--- config.mk ---
export PLATFORM = sky130hd
export DESIGN_NAME = keypad_entry_flat
export DESIGN_NICKNAME = d
export VERILOG_FILES = /design/src/rtl/keypad_entry_if.sv /design/src/rtl/keypad_entry.sv /design/src/flat_wrapper.sv
export SDC_FILE = /design/constraint.sdc
export NUM_CORES = 1
export LEC_CHECK = 0
export ABC_CLOCK_PERIOD_IN_PS = 3700
export CAP_MARGIN = 20
export CORE_ASPECT_RATIO = 0.6
export CORE_MARGIN = 3
export CORE_UTILIZATION = 60
export CTS_BUF_LIST = sky130_fd_sc_hd__clkbuf_8
export DETAILED_ROUTE_END_ITERATION = 10
export HOLD_SLACK_MARGIN = 0.08
export PLACE_DENSITY = 0.95
export SETUP_SLACK_MARGIN = 0.5
export SYNTH_ARGS = -nofsm -noshare
export SYNTH_HDL_FRONTEND = slang
export SYNTH_SLANG_ARGS = --single-unit
export TNS_END_PERCENT = 20
--- constraint.sdc ---
create_clock -name clk_100MHz -period 3.7 [get_ports clk_100MHz]
set_input_delay 0.74 -clock clk_100MHz [delete_from_list [all_inputs] [get_ports clk_100MHz]]
set_output_delay 0.74 -clock clk_100MHz [all_outputs]
set_load 0.05 [all_outputs]
--- src/rtl/keypad_entry_if.sv ---
// Signal bundle between the keypad front end (rows + scanner code) and the
// entry block: raw inputs in, debounced key events and entry buffer out.
interface keypad_entry_if;
  logic [3:0]  row;
  logic [3:0]  key_in;
  logic        key_valid;
  logic [3:0]  key_code;
  logic [15:0] digits;
  logic [2:0]  digit_count;
  logic        entry_done;
  logic [15:0] entry_value;
  logic        entry_err;

  modport master (
    output row, key_in,
    input  key_valid, key_code, digits, digit_count,
    input  entry_done, entry_value, entry_err
  );

  modport slave (
    input  row, key_in,
    output key_valid, key_code, digits, digit_count,
    output entry_done, entry_value, entry_err
  );
endinterface

--- src/rtl/keypad_entry.sv ---
// Debounces keypad row activity into one key event per press, then assembles
// events into a 4-digit BCD entry buffer with clear, backspace and enter.
module keypad_entry #(
  parameter int SETTLE_CYCLES  = 32,
  parameter int RELEASE_CYCLES = 500000
) (
  input logic           clk_100MHz,
  input logic           reset,
  keypad_entry_if.slave kp
);

  localparam int MAX_CYC = (SETTLE_CYCLES > RELEASE_CYCLES) ? SETTLE_CYCLES : RELEASE_CYCLES;
  localparam int CNT_W   = $clog2(MAX_CYC) + 1;

  typedef enum logic [1:0] {IDLE, SETTLE, HELD} press_state_t;

  logic [3:0]   row_p0;
  logic [3:0]   row_s;
  logic         active;
  press_state_t state_q, state_d;
  logic [CNT_W-1:0] cnt_q, cnt_d;
  logic         sample;

  logic         key_valid_q;
  logic [3:0]   key_code_q;
  logic [15:0]  digits_q;
  logic [2:0]   count_q;
  logic         entry_done_q;
  logic [15:0]  entry_value_q;
  logic         entry_err_q;

  function automatic logic is_digit(input logic [3:0] code);
    return code <= 4'd9;
  endfunction

  // Stage p0/p1: two-flop synchronizer for the asynchronous row lines
  always_ff @(posedge clk_100MHz) begin
    if (reset) begin
      row_p0 <= 4'hF;
      row_s  <= 4'hF;
    end else begin
      row_p0 <= kp.row;
      row_s  <= row_p0;
    end
  end

  assign active = (row_s != 4'hF);

  always_ff @(posedge clk_100MHz) begin
    if (reset) begin
      state_q <= IDLE;
      cnt_q   <= '0;
    end else begin
      state_q <= state_d;
      cnt_q   <= cnt_d;
    end
  end

  // SETTLE ignores the row so press bounce cannot restart the settle window;
  // HELD restarts the release count on any activity so release bounce merges.
  always_comb begin
    state_d = state_q;
    cnt_d   = cnt_q;
    sample  = 1'b0;
    unique case (state_q)
      IDLE: begin
        if (active) begin
          state_d = SETTLE;
          cnt_d   = '0;
        end
      end
      SETTLE: begin
        if (cnt_q == CNT_W'(SETTLE_CYCLES - 1)) begin
          sample  = 1'b1;
          state_d = HELD;
          cnt_d   = '0;
        end else begin
          cnt_d = cnt_q + CNT_W'(1);
        end
      end
      HELD: begin
        if (active) begin
          cnt_d = '0;
        end else if (cnt_q == CNT_W'(RELEASE_CYCLES - 1)) begin
          state_d = IDLE;
          cnt_d   = '0;
        end else begin
          cnt_d = cnt_q + CNT_W'(1);
        end
      end
      default: begin
        state_d = IDLE;
        cnt_d   = '0;
      end
    endcase
  end

  // Stage p2: key event capture, then the entry buffer acts one cycle later
  always_ff @(posedge clk_100MHz) begin
    if (reset) begin
      key_valid_q   <= 1'b0;
      key_code_q    <= 4'h0;
      digits_q      <= 16'h0000;
      count_q       <= 3'd0;
      entry_done_q  <= 1'b0;
      entry_value_q <= 16'h0000;
      entry_err_q   <= 1'b0;
    end else begin
      key_valid_q  <= sample;
      entry_done_q <= 1'b0;
      entry_err_q  <= 1'b0;
      if (sample) begin
        key_code_q <= kp.key_in;
      end
      if (key_valid_q) begin
        if (is_digit(key_code_q)) begin
          if (count_q < 3'd4) begin
            digits_q <= {digits_q[11:0], key_code_q};
            count_q  <= count_q + 3'd1;
          end else begin
            entry_err_q <= 1'b1;
          end
        end else begin
          unique case (key_code_q)
            4'hB: begin
              if (count_q != 3'd0) begin
                digits_q <= {4'h0, digits_q[15:4]};
                count_q  <= count_q - 3'd1;
              end else begin
                entry_err_q <= 1'b1;
              end
            end
            4'hE: begin
              if (count_q != 3'd0) begin
                entry_value_q <= digits_q;
                entry_done_q  <= 1'b1;
                digits_q      <= 16'h0000;
                count_q       <= 3'd0;
              end else begin
                entry_err_q <= 1'b1;
              end
            end
            4'hF: begin
              digits_q <= 16'h0000;
              count_q  <= 3'd0;
            end
            default: ;
          endcase
        end
      end
    end
  end

  assign kp.key_valid   = key_valid_q;
  assign kp.key_code    = key_code_q;
  assign kp.digits      = digits_q;
  assign kp.digit_count = count_q;
  assign kp.entry_done  = entry_done_q;
  assign kp.entry_value = entry_value_q;
  assign kp.entry_err   = entry_err_q;

endmodule

--- src/flat_wrapper.sv ---
// flat-port wrapper written by rule: the top's interface ports become plain ports
module keypad_entry_flat 
#(
  parameter int SETTLE_CYCLES  = 32,
  parameter int RELEASE_CYCLES = 500000
)
  (clk_100MHz, reset, kp_row, kp_key_in, kp_key_valid, kp_key_code, kp_digits, kp_digit_count, kp_entry_done, kp_entry_value, kp_entry_err);
  keypad_entry_if kp_i ();
  input logic clk_100MHz;
  input logic reset;
  input wire logic [$bits(kp_i.row)-1:0] kp_row;
  input wire logic [$bits(kp_i.key_in)-1:0] kp_key_in;
  output wire logic [$bits(kp_i.key_valid)-1:0] kp_key_valid;
  output wire logic [$bits(kp_i.key_code)-1:0] kp_key_code;
  output wire logic [$bits(kp_i.digits)-1:0] kp_digits;
  output wire logic [$bits(kp_i.digit_count)-1:0] kp_digit_count;
  output wire logic [$bits(kp_i.entry_done)-1:0] kp_entry_done;
  output wire logic [$bits(kp_i.entry_value)-1:0] kp_entry_value;
  output wire logic [$bits(kp_i.entry_err)-1:0] kp_entry_err;
  assign kp_i.row = kp_row;
  assign kp_i.key_in = kp_key_in;
  assign kp_key_valid = kp_i.key_valid;
  assign kp_key_code = kp_i.key_code;
  assign kp_digits = kp_i.digits;
  assign kp_digit_count = kp_i.digit_count;
  assign kp_entry_done = kp_i.entry_done;
  assign kp_entry_value = kp_i.entry_value;
  assign kp_entry_err = kp_i.entry_err;
  keypad_entry #(.SETTLE_CYCLES(SETTLE_CYCLES), .RELEASE_CYCLES(RELEASE_CYCLES)) u_core (.clk_100MHz(clk_100MHz), .reset(reset), .kp(kp_i));
endmodule
# --- After elaboration in Yosys (flattened, before gate mapping) ---
# Index checks and enable logic that the tools add are counted.
word_totals:
  ff_bits: 72
  elab_cells: 70
op_classes:
  n_addsub: 3
  magnitude_cmp: 2
  n_eq_ne: 15
  n_mux: 27
  n_bitwise: 3
  n_reduce_logical: 9
ops:
  columns: ["operator", "n"]
  rows:
  - ["20-bit 2-to-1 mux", 4]
  - ["16-bit 2-to-1 mux", 4]
  - ["20-bit one-hot mux with 3 select lines", 1]
  - ["16-bit one-hot mux with 3 select lines", 1]
  - ["20-bit by 1-bit adder with 20-bit output (second input constant)", 1]
  - ["20-bit by 19-bit == test with 1-bit output (second input constant)", 1]
  - ["20-bit by 5-bit == test with 1-bit output (second input constant)", 1]
  - ["4-bit == test (second input constant)", 3]
  - ["3-bit 2-to-1 mux", 4]
  - ["3-bit one-hot mux with 3 select lines", 1]
  - ["2-bit 2-to-1 mux", 4]
  - ["4-bit AND reduction", 2]
  - ["1-bit 2-to-1 mux", 7]
  - ["2-bit by 1-bit != test with 1-bit output (second input constant)", 3]
  - ["3-bit by 1-bit != test with 1-bit output (second input constant)", 2]
  - ["2-bit one-hot mux with 3 select lines", 1]
  - ["5-bit AND reduction", 1]
  - ["4-bit less-or-equal comparator (second input constant)", 1]
  - ["2-bit != test (second input constant)", 2]
  - ["4-bit != test (second input constant)", 1]
  - ["4-bit nonzero test", 1]
  - ["2-bit OR reduction", 2]
  - ["4-bit OR reduction", 1]
  - ["3-bit by 1-bit adder with 3-bit output (second input constant)", 1]
  - ["7 further kinds", 9]

# --- Depth between registers and ports, before layout ---
depth:
  word_depth: 4
  ltp_mapped: 9
  mapped_depth_nobuf: 7

# --- Worst setup path before layout ---
# OpenSTA, ideal clock, no wires.
synth_path:
  path_type: "reg-to-reg"
  from: "register u_core.count_q[0], in the netlist u_core.kp.digit_count[0]"
  to: "register u_core.entry_value_q[5], in the netlist u_core.kp.entry_value[5]"
  setup_time_ns: 0.070
  t_arrival_ns: 2.187
  path_slack_ns: 1.443
  stages_incl_launch_ff: 10
  n_path_buf: 2
  synth_period_minus_slack_ns: 2.257
  path_cell_list: "dfxtp_1 > inv_1 > ha_1 > ha_1 > nor3b_1 > and4_1 > clkbuf_1 > buf_2 > nand2_1 > a21oi_1"
synth_between:
  elab_chain_len: 2
synth_rtl:
  columns: ["element", "line", "text"]
  rows:
  - ["start: declaration", "keypad_entry.sv:27", "logic [2:0] count_q;"]
  - ["start signal: assignment", "keypad_entry.sv:119", "count_q <= count_q + 3'd1;"]
  - ["start signal: assignment", "keypad_entry.sv:128", "count_q <= count_q - 3'd1;"]
  - ["3-bit nonzero test", "keypad_entry.sv:134", "if (count_q != 3'd0) begin"]
  - ["4-bit AND reduction (no source line)", null, null]
  - ["end signal: assignment", "keypad_entry.sv:135", "entry_value_q <= digits_q;"]
  - ["end: declaration", "keypad_entry.sv:29", "logic [15:0] entry_value_q;"]
# No other way between the ends.
# A chain may end at the register's enable or synchronous reset.

# --- Final worst setup path ---
layout_path:
  from: "register u_core.key_code_q[2], in the netlist u_core.kp.key_code[2]"
  to: "output port kp_key_code[2]"
layout_rtl:
  columns: ["element", "line", "text"]
  rows:
  - ["start: declaration", "keypad_entry.sv:25", "logic [3:0] key_code_q;"]
  - ["start signal: assignment", "keypad_entry.sv:113", "key_code_q <= kp.key_in;"]
  - ["end: declaration", "flat_wrapper.sv:14", "output wire logic [$bits(kp_i.key_code)-1:0] kp_key_code;"]
# No word-level cell between the ends.

==> reports/metrics.cfg <==
[detailed_routing]
postRouteAntennaNets = 0
vias_per_cell = 5.914
routed_wl_mm = 7.630
drt_iter0_markers = 211
wl_per_cell_um = 15.93
remaining_drc_errors = 0
first_pass_iters = 5
dr_total_vias = 2833

[place]
post_dp_cell_area_um2 = 3759
io_buffers = 51
gp_congestion = 0.7962
numPlacedInstances = 463
place_hpwl_mm = 5.190

[clock_tree]
clk_pin_slew_worst_paths_ps = 70
hold_buffers = 0
clkLatencyLatePin_ps = 350
clock_sinks = 72
cts_buffers = 9
clockRootBuffer = clkbuf_8
cts_resized = 0
cts_tree = built
cts.htree.levels = 3
clk_path_buf_depth = 2
post-cts-setup-buffers = 0

[floorplan]
core_um2 = 5205
die_area_um2 = 6477
chipHeight_um = 63.55
start_util_pct = 63.63
io_pins = 52
die-width_um = 101.9
row_count = 20

[power]
vdd_drop_max_mv = 0.2454
power.leakage_nw = 1.331
powerDensity_nw_per_um2 = 388.0

[sta]
setup-violations-final = 0
max_freq_ghz = 0.3602
period_share_pct = 75.04
final_hold_viol_count = 0
holdWs_ps = 407.9
period_needed_ps = 2776
slew-limit-headroom_pct = 44.06
skew_ps = 5.648
grt_setup_unrepaired = false
fin_tns_setup_ps = 0
maxSlewViolCount = 0
worst_pin_slew_ps = 839.1

[synthesis]
avgSynthCellArea_um2 = 9.000
syn_nets = 386
async_reset_ff_share_pct = 0
yosysMostFrequentCell = dfxtp_1
postSynthCellCount = 368
yosys_warnings = 0
synthFlopType = dfxtp_1
yosysUniqueCellTypes = 49
synth_common_cells = dfxtp_1, nor2_1, nand2_1
synth.cell_area_um2 = 3312
yosysTopAreaCellShare_pct = 43.52
synth_edf_count = 0
ys_seq_area_share_pct = 43.52
synth_top_area_cell = dfxtp_1
synth_area_leaders = dfxtp_1, nor2_1, nand2_1
synth_seq_cells = 72

[setup_path]
crit_arrival_ps = 2040
worst_setup_path_end_kind = output port
cp_max_fo = 19
cpLargestDelayFamily = buffers and inverters
critPathRequiredTime_ps = 2960
crit_type = flop to output port
startpoint_type = flop
slowest_stage = clkdlybuf4s50_1
cpPeakStageDelay_ps = 930
path_buf_inv = 1
path_cells = clkdlybuf4s50_1

[final_layout]
area_delta_synth_final_pct = 19.30
final_cells = 479
design_area_um2 = 3951
n_antenna_cell = 0
nets = 426
drive_gt1_share_pct = 10.65

[grt]
grt_remaining_overflow = 0
grt_pass1_vias = 2682
grt_usage_pct = 25.32
grt_max_degree = 42
antenna_found_initial = 0
grt_pass1_wl_mm = 12.90

[outcome]
status = complete, no violations

[run]
drv_cap = 0

[min_path]
hold_class = flop to flop

[cell usage in the layout (no fill, tap or decap), types with 11 or more instances in the layout]
cell type,instances
clkbuf_8,12
mux2i_1,11
a21oi_1,23
nand2_1,43
nand4_1,12
xor2_1,15
dfxtp_1,72
clkdlybuf4s50_1,50
nor2_1,44
a22oi_1,12
[cell families after synthesis]
family	synth area share, %
muxes	3.325
and+or+nand+nor	24.25
xor gates and xnor gates	5.025
buffers and inverters	5.742
AOI/OAI and AO/OA	15.11
DFF	43.52
adders and majority gates	3.022
[stage by stage]
step	power, W	worst slack, ps	utilization, %
3_5_place_dp	0.0009678	1312	72.21
4_1_cts	0.001540	922.6	75.91
3_3_place_gp	0.0009630	1381	72.21
5_1_grt	0.001595	865.3	75.91
2_1_floorplan	0.0009459	1443	-
6_report	0.001533	923.6	75.91
[power breakdown]
part	switching (W)	leakage, nW	internal [W]	total (W)
clock	0.000283	0.0906	0.000297	0.000579
sequential	0.0000121	0.582	0.000792	0.000804
combinational	0.0000912	0.658	0.0000591	0.000150
total	0.000386	1.33	0.00115	0.00153
[path summary, 6_finish.rpt]
path | from | endpoint | slack, ps | cells past startpoint
setup / recovery | u_core.kp.key_code[2] | kp_key_code[2] | 920 | 1
hold / removal | u_core.row_p0[3] | u_core.row_s[3] | 410 | 1
setup reg to reg | u_core.kp.digit_count[0] | u_core.kp.entry_value[11] | 1290 | 7
hold reg to reg | u_core.row_p0[3] | u_core.row_s[3] | 410 | 1
[state kept, by name, indices dropped and copies added, names as in the netlist]
register               flops
u_core.kp.digit_count      3
u_core.row_p0              4
u_core.kp.key_code         4
u_core.kp.key_valid        1
u_core.row_s               4
u_core.kp.entry_value     16
u_core.kp.entry_err        1
u_core.kp.digits          16
u_core.cnt_q              20
u_core.kp.entry_done       1
u_core.state_q             2
[per-layer routing]
layer | routed length (µm) | GRT usage [%] | vias up | part of all wire (%)
li1 | - | - | 1363 | -
met1 | 3416 | 33.17 | 1322 | 45
met2 | 3445 | 39.50 | 129 | 45
met3 | 608 | 8.186 | 19 | 8.0
met4 | 159 | 8.347 | 0 | 2.1
met5 | 0 | 0 | - | 0
[area by class of cell]
type,instances,area (µm²)
tap,66,82.58
clock inverter,4,27.53
timing repair buffer,53,520.5
clock buffer,12,165.2
sequential,72,1441
multi-input combinational,263,1680
inverter,9,33.78
fill,357,1254
No activity file was read; power rests on OpenSTA's default activity.
==> edit 1, RTL diff (same flow settings) <==
Re-encode `press_state_t` (3 states) as one-hot, 3 bits wide.
--- a/src/rtl/keypad_entry.sv
+++ b/src/rtl/keypad_entry.sv
@@ -12,7 +12,7 @@
   localparam int MAX_CYC = (SETTLE_CYCLES > RELEASE_CYCLES) ? SETTLE_CYCLES : RELEASE_CYCLES;
   localparam int CNT_W   = $clog2(MAX_CYC) + 1;
 
-  typedef enum logic [1:0] {IDLE, SETTLE, HELD} press_state_t;
+  typedef enum logic [2:0] {IDLE = 3'b001, SETTLE = 3'b010, HELD = 3'b100} press_state_t;
 
   logic [3:0]   row_p0;
   logic [3:0]   row_s;
Formal check against the unedited RTL: same outputs for any inputs over 10 cycles, from zero or initial values and one cycle with reset high; not proved beyond that.
==> edit 1 against the original RTL <==
- synthesized cell count fell by 2.7%
- worst setup slack improved by 0.045 ns
- core utilization is 4.3 points higher
- final area is 2.5% lower
- area after synthesis fell by 5.4%
- wire length increased by 6.9%
- sequential cell count grew 1
- first-iteration DRC count rose by 39%
- final cell count shrank 1.7%
- critical endpoint unchanged
Power is not compared: it rests on default switching activity, and its combinational part moved more than twofold at a synthesized area within 25%.
==> edit 1: results (changes against the original RTL) <==
DRT iter0 DRCs 293 (was 211); met3 Use GR 8.807% (was 8.186%); Fillers 294 (was 357); flop2flop setup slack 0.98 ns (was 1.29 ns); Post-synth ARST share 0% (unchanged); mux contribution to synthesized area 3.194% (was 3.325%); Synth Area in XOR/XNOR 5.589% (was 5.025%); fmax 366.2 MHz (was 360.2 MHz); reg2reg path depth 6 (was 7); crit-path max FO 18 (was 19); share of cells above drive strength 1 7.598% (was 10.65%); vias in the first global route 2593 (was 2682); sequential area share after synthesis 46.63% (was 43.52%); synth cell count leaders dfxtp_1 (73), nor2_1 (50), nand2_1 (43) (was dfxtp_1 (72), nor2_1 (44), nand2_1 (43)); top cells by area, synth dfxtp_1 (47%), nor2_1 (6.0%), nand2_1 (5.1%), a21oi_1 (3.4%), xnor2_1 (3.4%) (was dfxtp_1 (44%), nor2_1 (5.0%), nand2_1 (4.9%), xor2_1 (4.0%), a21oi_1 (3.5%)); Global Route met2 Usage 43.99% (was 39.50%); Reg2Reg Launch Point u_core.kp.key_code[2]$_SDFFE_PP0P_ (was u_core.kp.digit_count[0]$_SDFFE_PP0P_); status complete, no violations (unchanged); WL/cell 17.32 um (was 15.93 um); Placer Congestion 0.8752 (was 0.7962); adder-cell share of the synthesized area 1.597% (was 3.022%); post-synthesis compound-gate area fraction 14.45% (was 15.11%); cell taking the most area after synthesis dfxtp_1 (unchanged); max reg flops 20 (unchanged); Post-DP HPWL 5310 um (was 5190 um); synth unique cells 44 (was 49); TritonCTS clock tree yes (unchanged); Worst Skew 0.01321 ns (was 0.005648 ns); Post-CTS Resized 0 (unchanged); Num CTS Buffers 9 (unchanged); Setup Buffers After CTS 0 (unchanged); Tot GR Track Use 27.87% (was 25.32%); most flop-heavy register u_core.cnt_q (unchanged); cts hold-fix bufs 0 (unchanged); CP max-delay cell clkdlybuf4s50_1 (unchanged); Worst Hold Class reg2reg (unchanged); Via density 6.115 (was 5.914); dpl ws 1.062 ns (was 1.312 ns); worst-margin pin slew 0.8678 ns (was 0.8391 ns); global-route wire length before repair 13030 um (was 12900 um); H-tree levels 3 (unchanged); pin count of the biggest net entering global routing 49 (was 42); r2r endpoint u_core.kp.digits[12]$_SDFFE_PP0P_ (was u_core.kp.entry_value[11]$_SDFFE_PP0P_); final net count 417 (was 426); Hold Path Sink u_core.row_s[0]$_SDFF_PP1_ (was u_core.row_s[3]$_SDFF_PP1_); Arrival @ worst endpoint 1.99 ns (was 2.04 ns); IO Port Bufs 51 (unchanged); Pre-antenna DRT Iters 6 (was 5); hold path start u_core.row_p0[0]$_SDFF_PP1_ (was u_core.row_p0[3]$_SDFF_PP1_); worst stage delay on the critical path 0.92 ns; Critical Path Source u_core.kp.key_code[2]$_SDFFE_PP0P_ (unchanged); M1 GR Usage 36.88% (was 33.17%); Synth Net Count 372 (was 386); Placement Cell Area 0.003646 mm2 (was 0.003759 mm2)
## edit 1: changes by cell type after synthesis, moves of 5 or more
cell / delta
xnor2_1: +8
xor2_1: -7
a211oi_1: +6
nor2_1: +6
a211oi_2: -5
buf_6: -5
nor3_1: +5
## edit 1: cells by family after synthesis
kind of cell | Yosys count
and+or+nand+nor | 157
DFF | 73
AOI/OAI and AO/OA | 67
buffers and inverters | 27
xor gates and xnor gates | 20
muxes | 10
adders and majority gates | 4
## edit 1: through the flow
step                      power (uW)  hold WS (ns)  std cells
final                           1501        0.4085        471
after floorplan                866.1        0.3895        358
after CTS                       1502        0.4117        471
after global placement         875.7        0.3944        455
after detailed placement       878.1        0.3952        455
after global routing            1544        0.4228        471
## edit 1: how the worst max path moves through the flow
stage / endpoint / depth (start not counted)
2_1_floorplan: u_core.kp.entry_value[5]$_SDFFE_PP0P_ / 9
3_3_place_gp: u_core.cnt_q[9]$_SDFFE_PP0N_ / 6
3_5_place_dp: u_core.kp.digits[11]$_SDFFE_PP0P_ / 6
4_1_cts: kp_key_code[2] / 1
5_1_grt: u_core.kp.digits[0]$_SDFFE_PP0P_ / 6
6_report: kp_key_code[2] / 1
## edit 1: routing by layer
metal  routed length (um)  up-vias
li1                     -     1339
met5                    0        -
met1                 3511     1336
met4                  221        0
met2                 3642      174
met3                  785       31
## edit 1: layout make-up
| type | count | area [um2] | share of cell area, % |
|---|---|---|---|
| clock buffers | 10 | 137.6 | 3.574 |
| flip-flops and latches | 73 | 1461 | 37.95 |
| repair buffers | 53 | 525.5 | 13.65 |
| clock inverters | 6 | 67.56 | 1.754 |
| multi-input cells | 258 | 1550 | 40.25 |
| well taps | 63 | 78.83 | 2.047 |
| inverters | 8 | 30.03 | 0.7797 |
## edit 1: where the power goes
group	switching, uW	internal (uW)
sequential	7.09	793
clock	307	330
combinational	39.4	24.4
total	353	1150
==> edit 2, RTL diff (same settings) <==
Without the edit above. `SETTLE_CYCLES` is set to 32 in 2 places; all go to 16.
--- a/src/rtl/keypad_entry.sv
+++ b/src/rtl/keypad_entry.sv
@@ -1,7 +1,7 @@
 // Debounces keypad row activity into one key event per press, then assembles
 // events into a 4-digit BCD entry buffer with clear, backspace and enter.
 module keypad_entry #(
-  parameter int SETTLE_CYCLES  = 32,
+  parameter int SETTLE_CYCLES  = 16,
   parameter int RELEASE_CYCLES = 500000
 ) (
   input logic           clk_100MHz,
--- a/src/flat_wrapper.sv
+++ b/src/flat_wrapper.sv
@@ -1,7 +1,7 @@
 // flat-port wrapper written by rule: the top's interface ports become plain ports
 module keypad_entry_flat 
 #(
-  parameter int SETTLE_CYCLES  = 32,
+  parameter int SETTLE_CYCLES  = 16,
   parameter int RELEASE_CYCLES = 500000
 )
   (clk_100MHz, reset, kp_row, kp_key_in, kp_key_valid, kp_key_code, kp_digits, kp_digit_count, kp_entry_done, kp_entry_value, kp_entry_err);
Behaviour: no difference found for any inputs over 10 cycles, from zero or initial values and one cycle with reset high; that may be too few to reach the edited logic, so the function may still have changed.
==> edit 2 against the original RTL <==
- final area is 0.35% lower
- worst setup slack better by 0.12 ns
- wire length rose by 7.3%
- sequential share of layout area up 0.13 points
- power grew 8.1%
- critical path depth unchanged
- sequential cell count stayed put
- area after synthesis down 3.2%
==> edit 2: results (changes against the original RTL) <==
flop2flop setup slack 1.20 ns (was 1.29 ns); synth cell count leaders dfxtp_1 (72), nand2_1 (58), nor2_1 (46) (was dfxtp_1 (72), nor2_1 (44), nand2_1 (43)); Pleak 0.001343 uW (was 0.001331 uW); Worst Skew 0.006793 ns (was 0.005648 ns); status complete, no violations (unchanged); r2r endpoint u_core.kp.digits[5]$_SDFFE_PP0P_ (was u_core.kp.entry_value[11]$_SDFFE_PP0P_); Reg2Reg Launch Point u_core.kp.key_code[2]$_SDFFE_PP0P_ (was u_core.kp.digit_count[0]$_SDFFE_PP0P_); dpl ws 1.326 ns (was 1.312 ns); WL/cell 16.71 um (was 15.93 um); reg2reg path depth 5 (was 7); Tot GR Track Use 27.37% (was 25.32%); Post-DP HPWL 5695 um (was 5190 um); global-route wire length before repair 13780 um (was 12900 um); Via Count 2933 (was 2833); Ys Warns 0 (unchanged); worst stage delay on the critical path 0.91 ns (was 0.93 ns); relative max-transition margin 40.36% (was 44.06%); DRT iter0 DRCs 263 (was 211); fin cells 490 (was 479); share of cells above drive strength 1 8.197% (was 10.65%); final net count 440 (was 426); placed instance count 473 (was 463); synth unique cells 48 (was 49); Hold Path Sink u_core.row_s[0]$_SDFF_PP1_ (was u_core.row_s[3]$_SDFF_PP1_); Placer Congestion 0.8904 (was 0.7962); Num CTS Buffers 9 (unchanged); crit-path max FO 16 (was 19); Synth Net Count 398 (was 386); vias in the first global route 2844 (was 2682); sequential area share after synthesis 44.98% (was 43.52%); Setup WS post-layout 1.046 ns (was 0.9236 ns); cells after synthesis 380 (was 368); hold path start u_core.row_p0[0]$_SDFF_PP1_ (was u_core.row_p0[3]$_SDFF_PP1_); CP top delay family buffers and inverters (unchanged)
edit 2: per-stage QoR:
stage	hold WS, ns	instance area [um2]
6_report	0.4116	3938
5_1_grt	0.4223	3938
4_1_cts	0.4144	3930
3_5_place_dp	0.3958	3702
3_3_place_gp	0.3944	3702
2_1_floorplan	0.3895	3204
edit 2: layout make-up:
type	count	area, um2
Inverter	14	52.55
Tap cell	63	78.83
Fill cell	315	912.1
Clock buffer	10	137.6
Sequential cell	72	1441
Clock inverter	6	90.09
Multi-Input combinational cell	272	1617
Timing Repair Buffer	53	520.5
edit 2: cell families after synthesis:
group,share of synthesized area (%)
adder cells (fa/ha/maj),3.124
AND/OR/NAND/NOR,24.52
AO/OA/AOI/OAI,16.17
buffers and inverters,4.568
flip-flops,44.98
XOR/XNOR,4.100
multiplexers,2.538
edit 2: worst max path at each step:
stage                                                  end                                from  depth (start not counted)
final                                       kp_key_code[2]  u_core.kp.key_code[2]$_SDFFE_PP0P_                          1
after global routing                        kp_key_code[2]  u_core.kp.key_code[2]$_SDFFE_PP0P_                          1
after CTS                                   kp_key_code[2]  u_core.kp.key_code[2]$_SDFFE_PP0P_                          1
after detailed placement  u_core.kp.digits[5]$_SDFFE_PP0P_  u_core.kp.key_code[2]$_SDFFE_PP0P_                          5
after global placement       u_core.cnt_q[11]$_SDFFE_PP0N_        u_core.cnt_q[5]$_SDFFE_PP0N_                          5
after floorplan           u_core.kp.digits[5]$_SDFFE_PP0P_  u_core.kp.key_code[3]$_SDFFE_PP0P_                          8
edit 2: where the power goes:
part | switching [uW] | total, uW | internal, uW | leakage [uW]
clock network | 301 | 703 | 403 | 0.000119
logic | 101 | 156 | 55.3 | 0.000642
registers | 9.61 | 797 | 787 | 0.000582
edit 2: layer usage:
| metal | vias up | routed length, um | track usage (%) | part of all wire (%) |
|---|---|---|---|---|
| met3 | 26 | 779 | 10.03 | 9.5 |
| met5 | - | 0 | 0 | 0 |
| li1 | 1392 | - | - | - |
| met4 | 0 | 177 | 10.08 | 2.2 |
| met2 | 132 | 3542 | 39.27 | 43 |
| met1 | 1383 | 3688 | 37.41 | 45 |
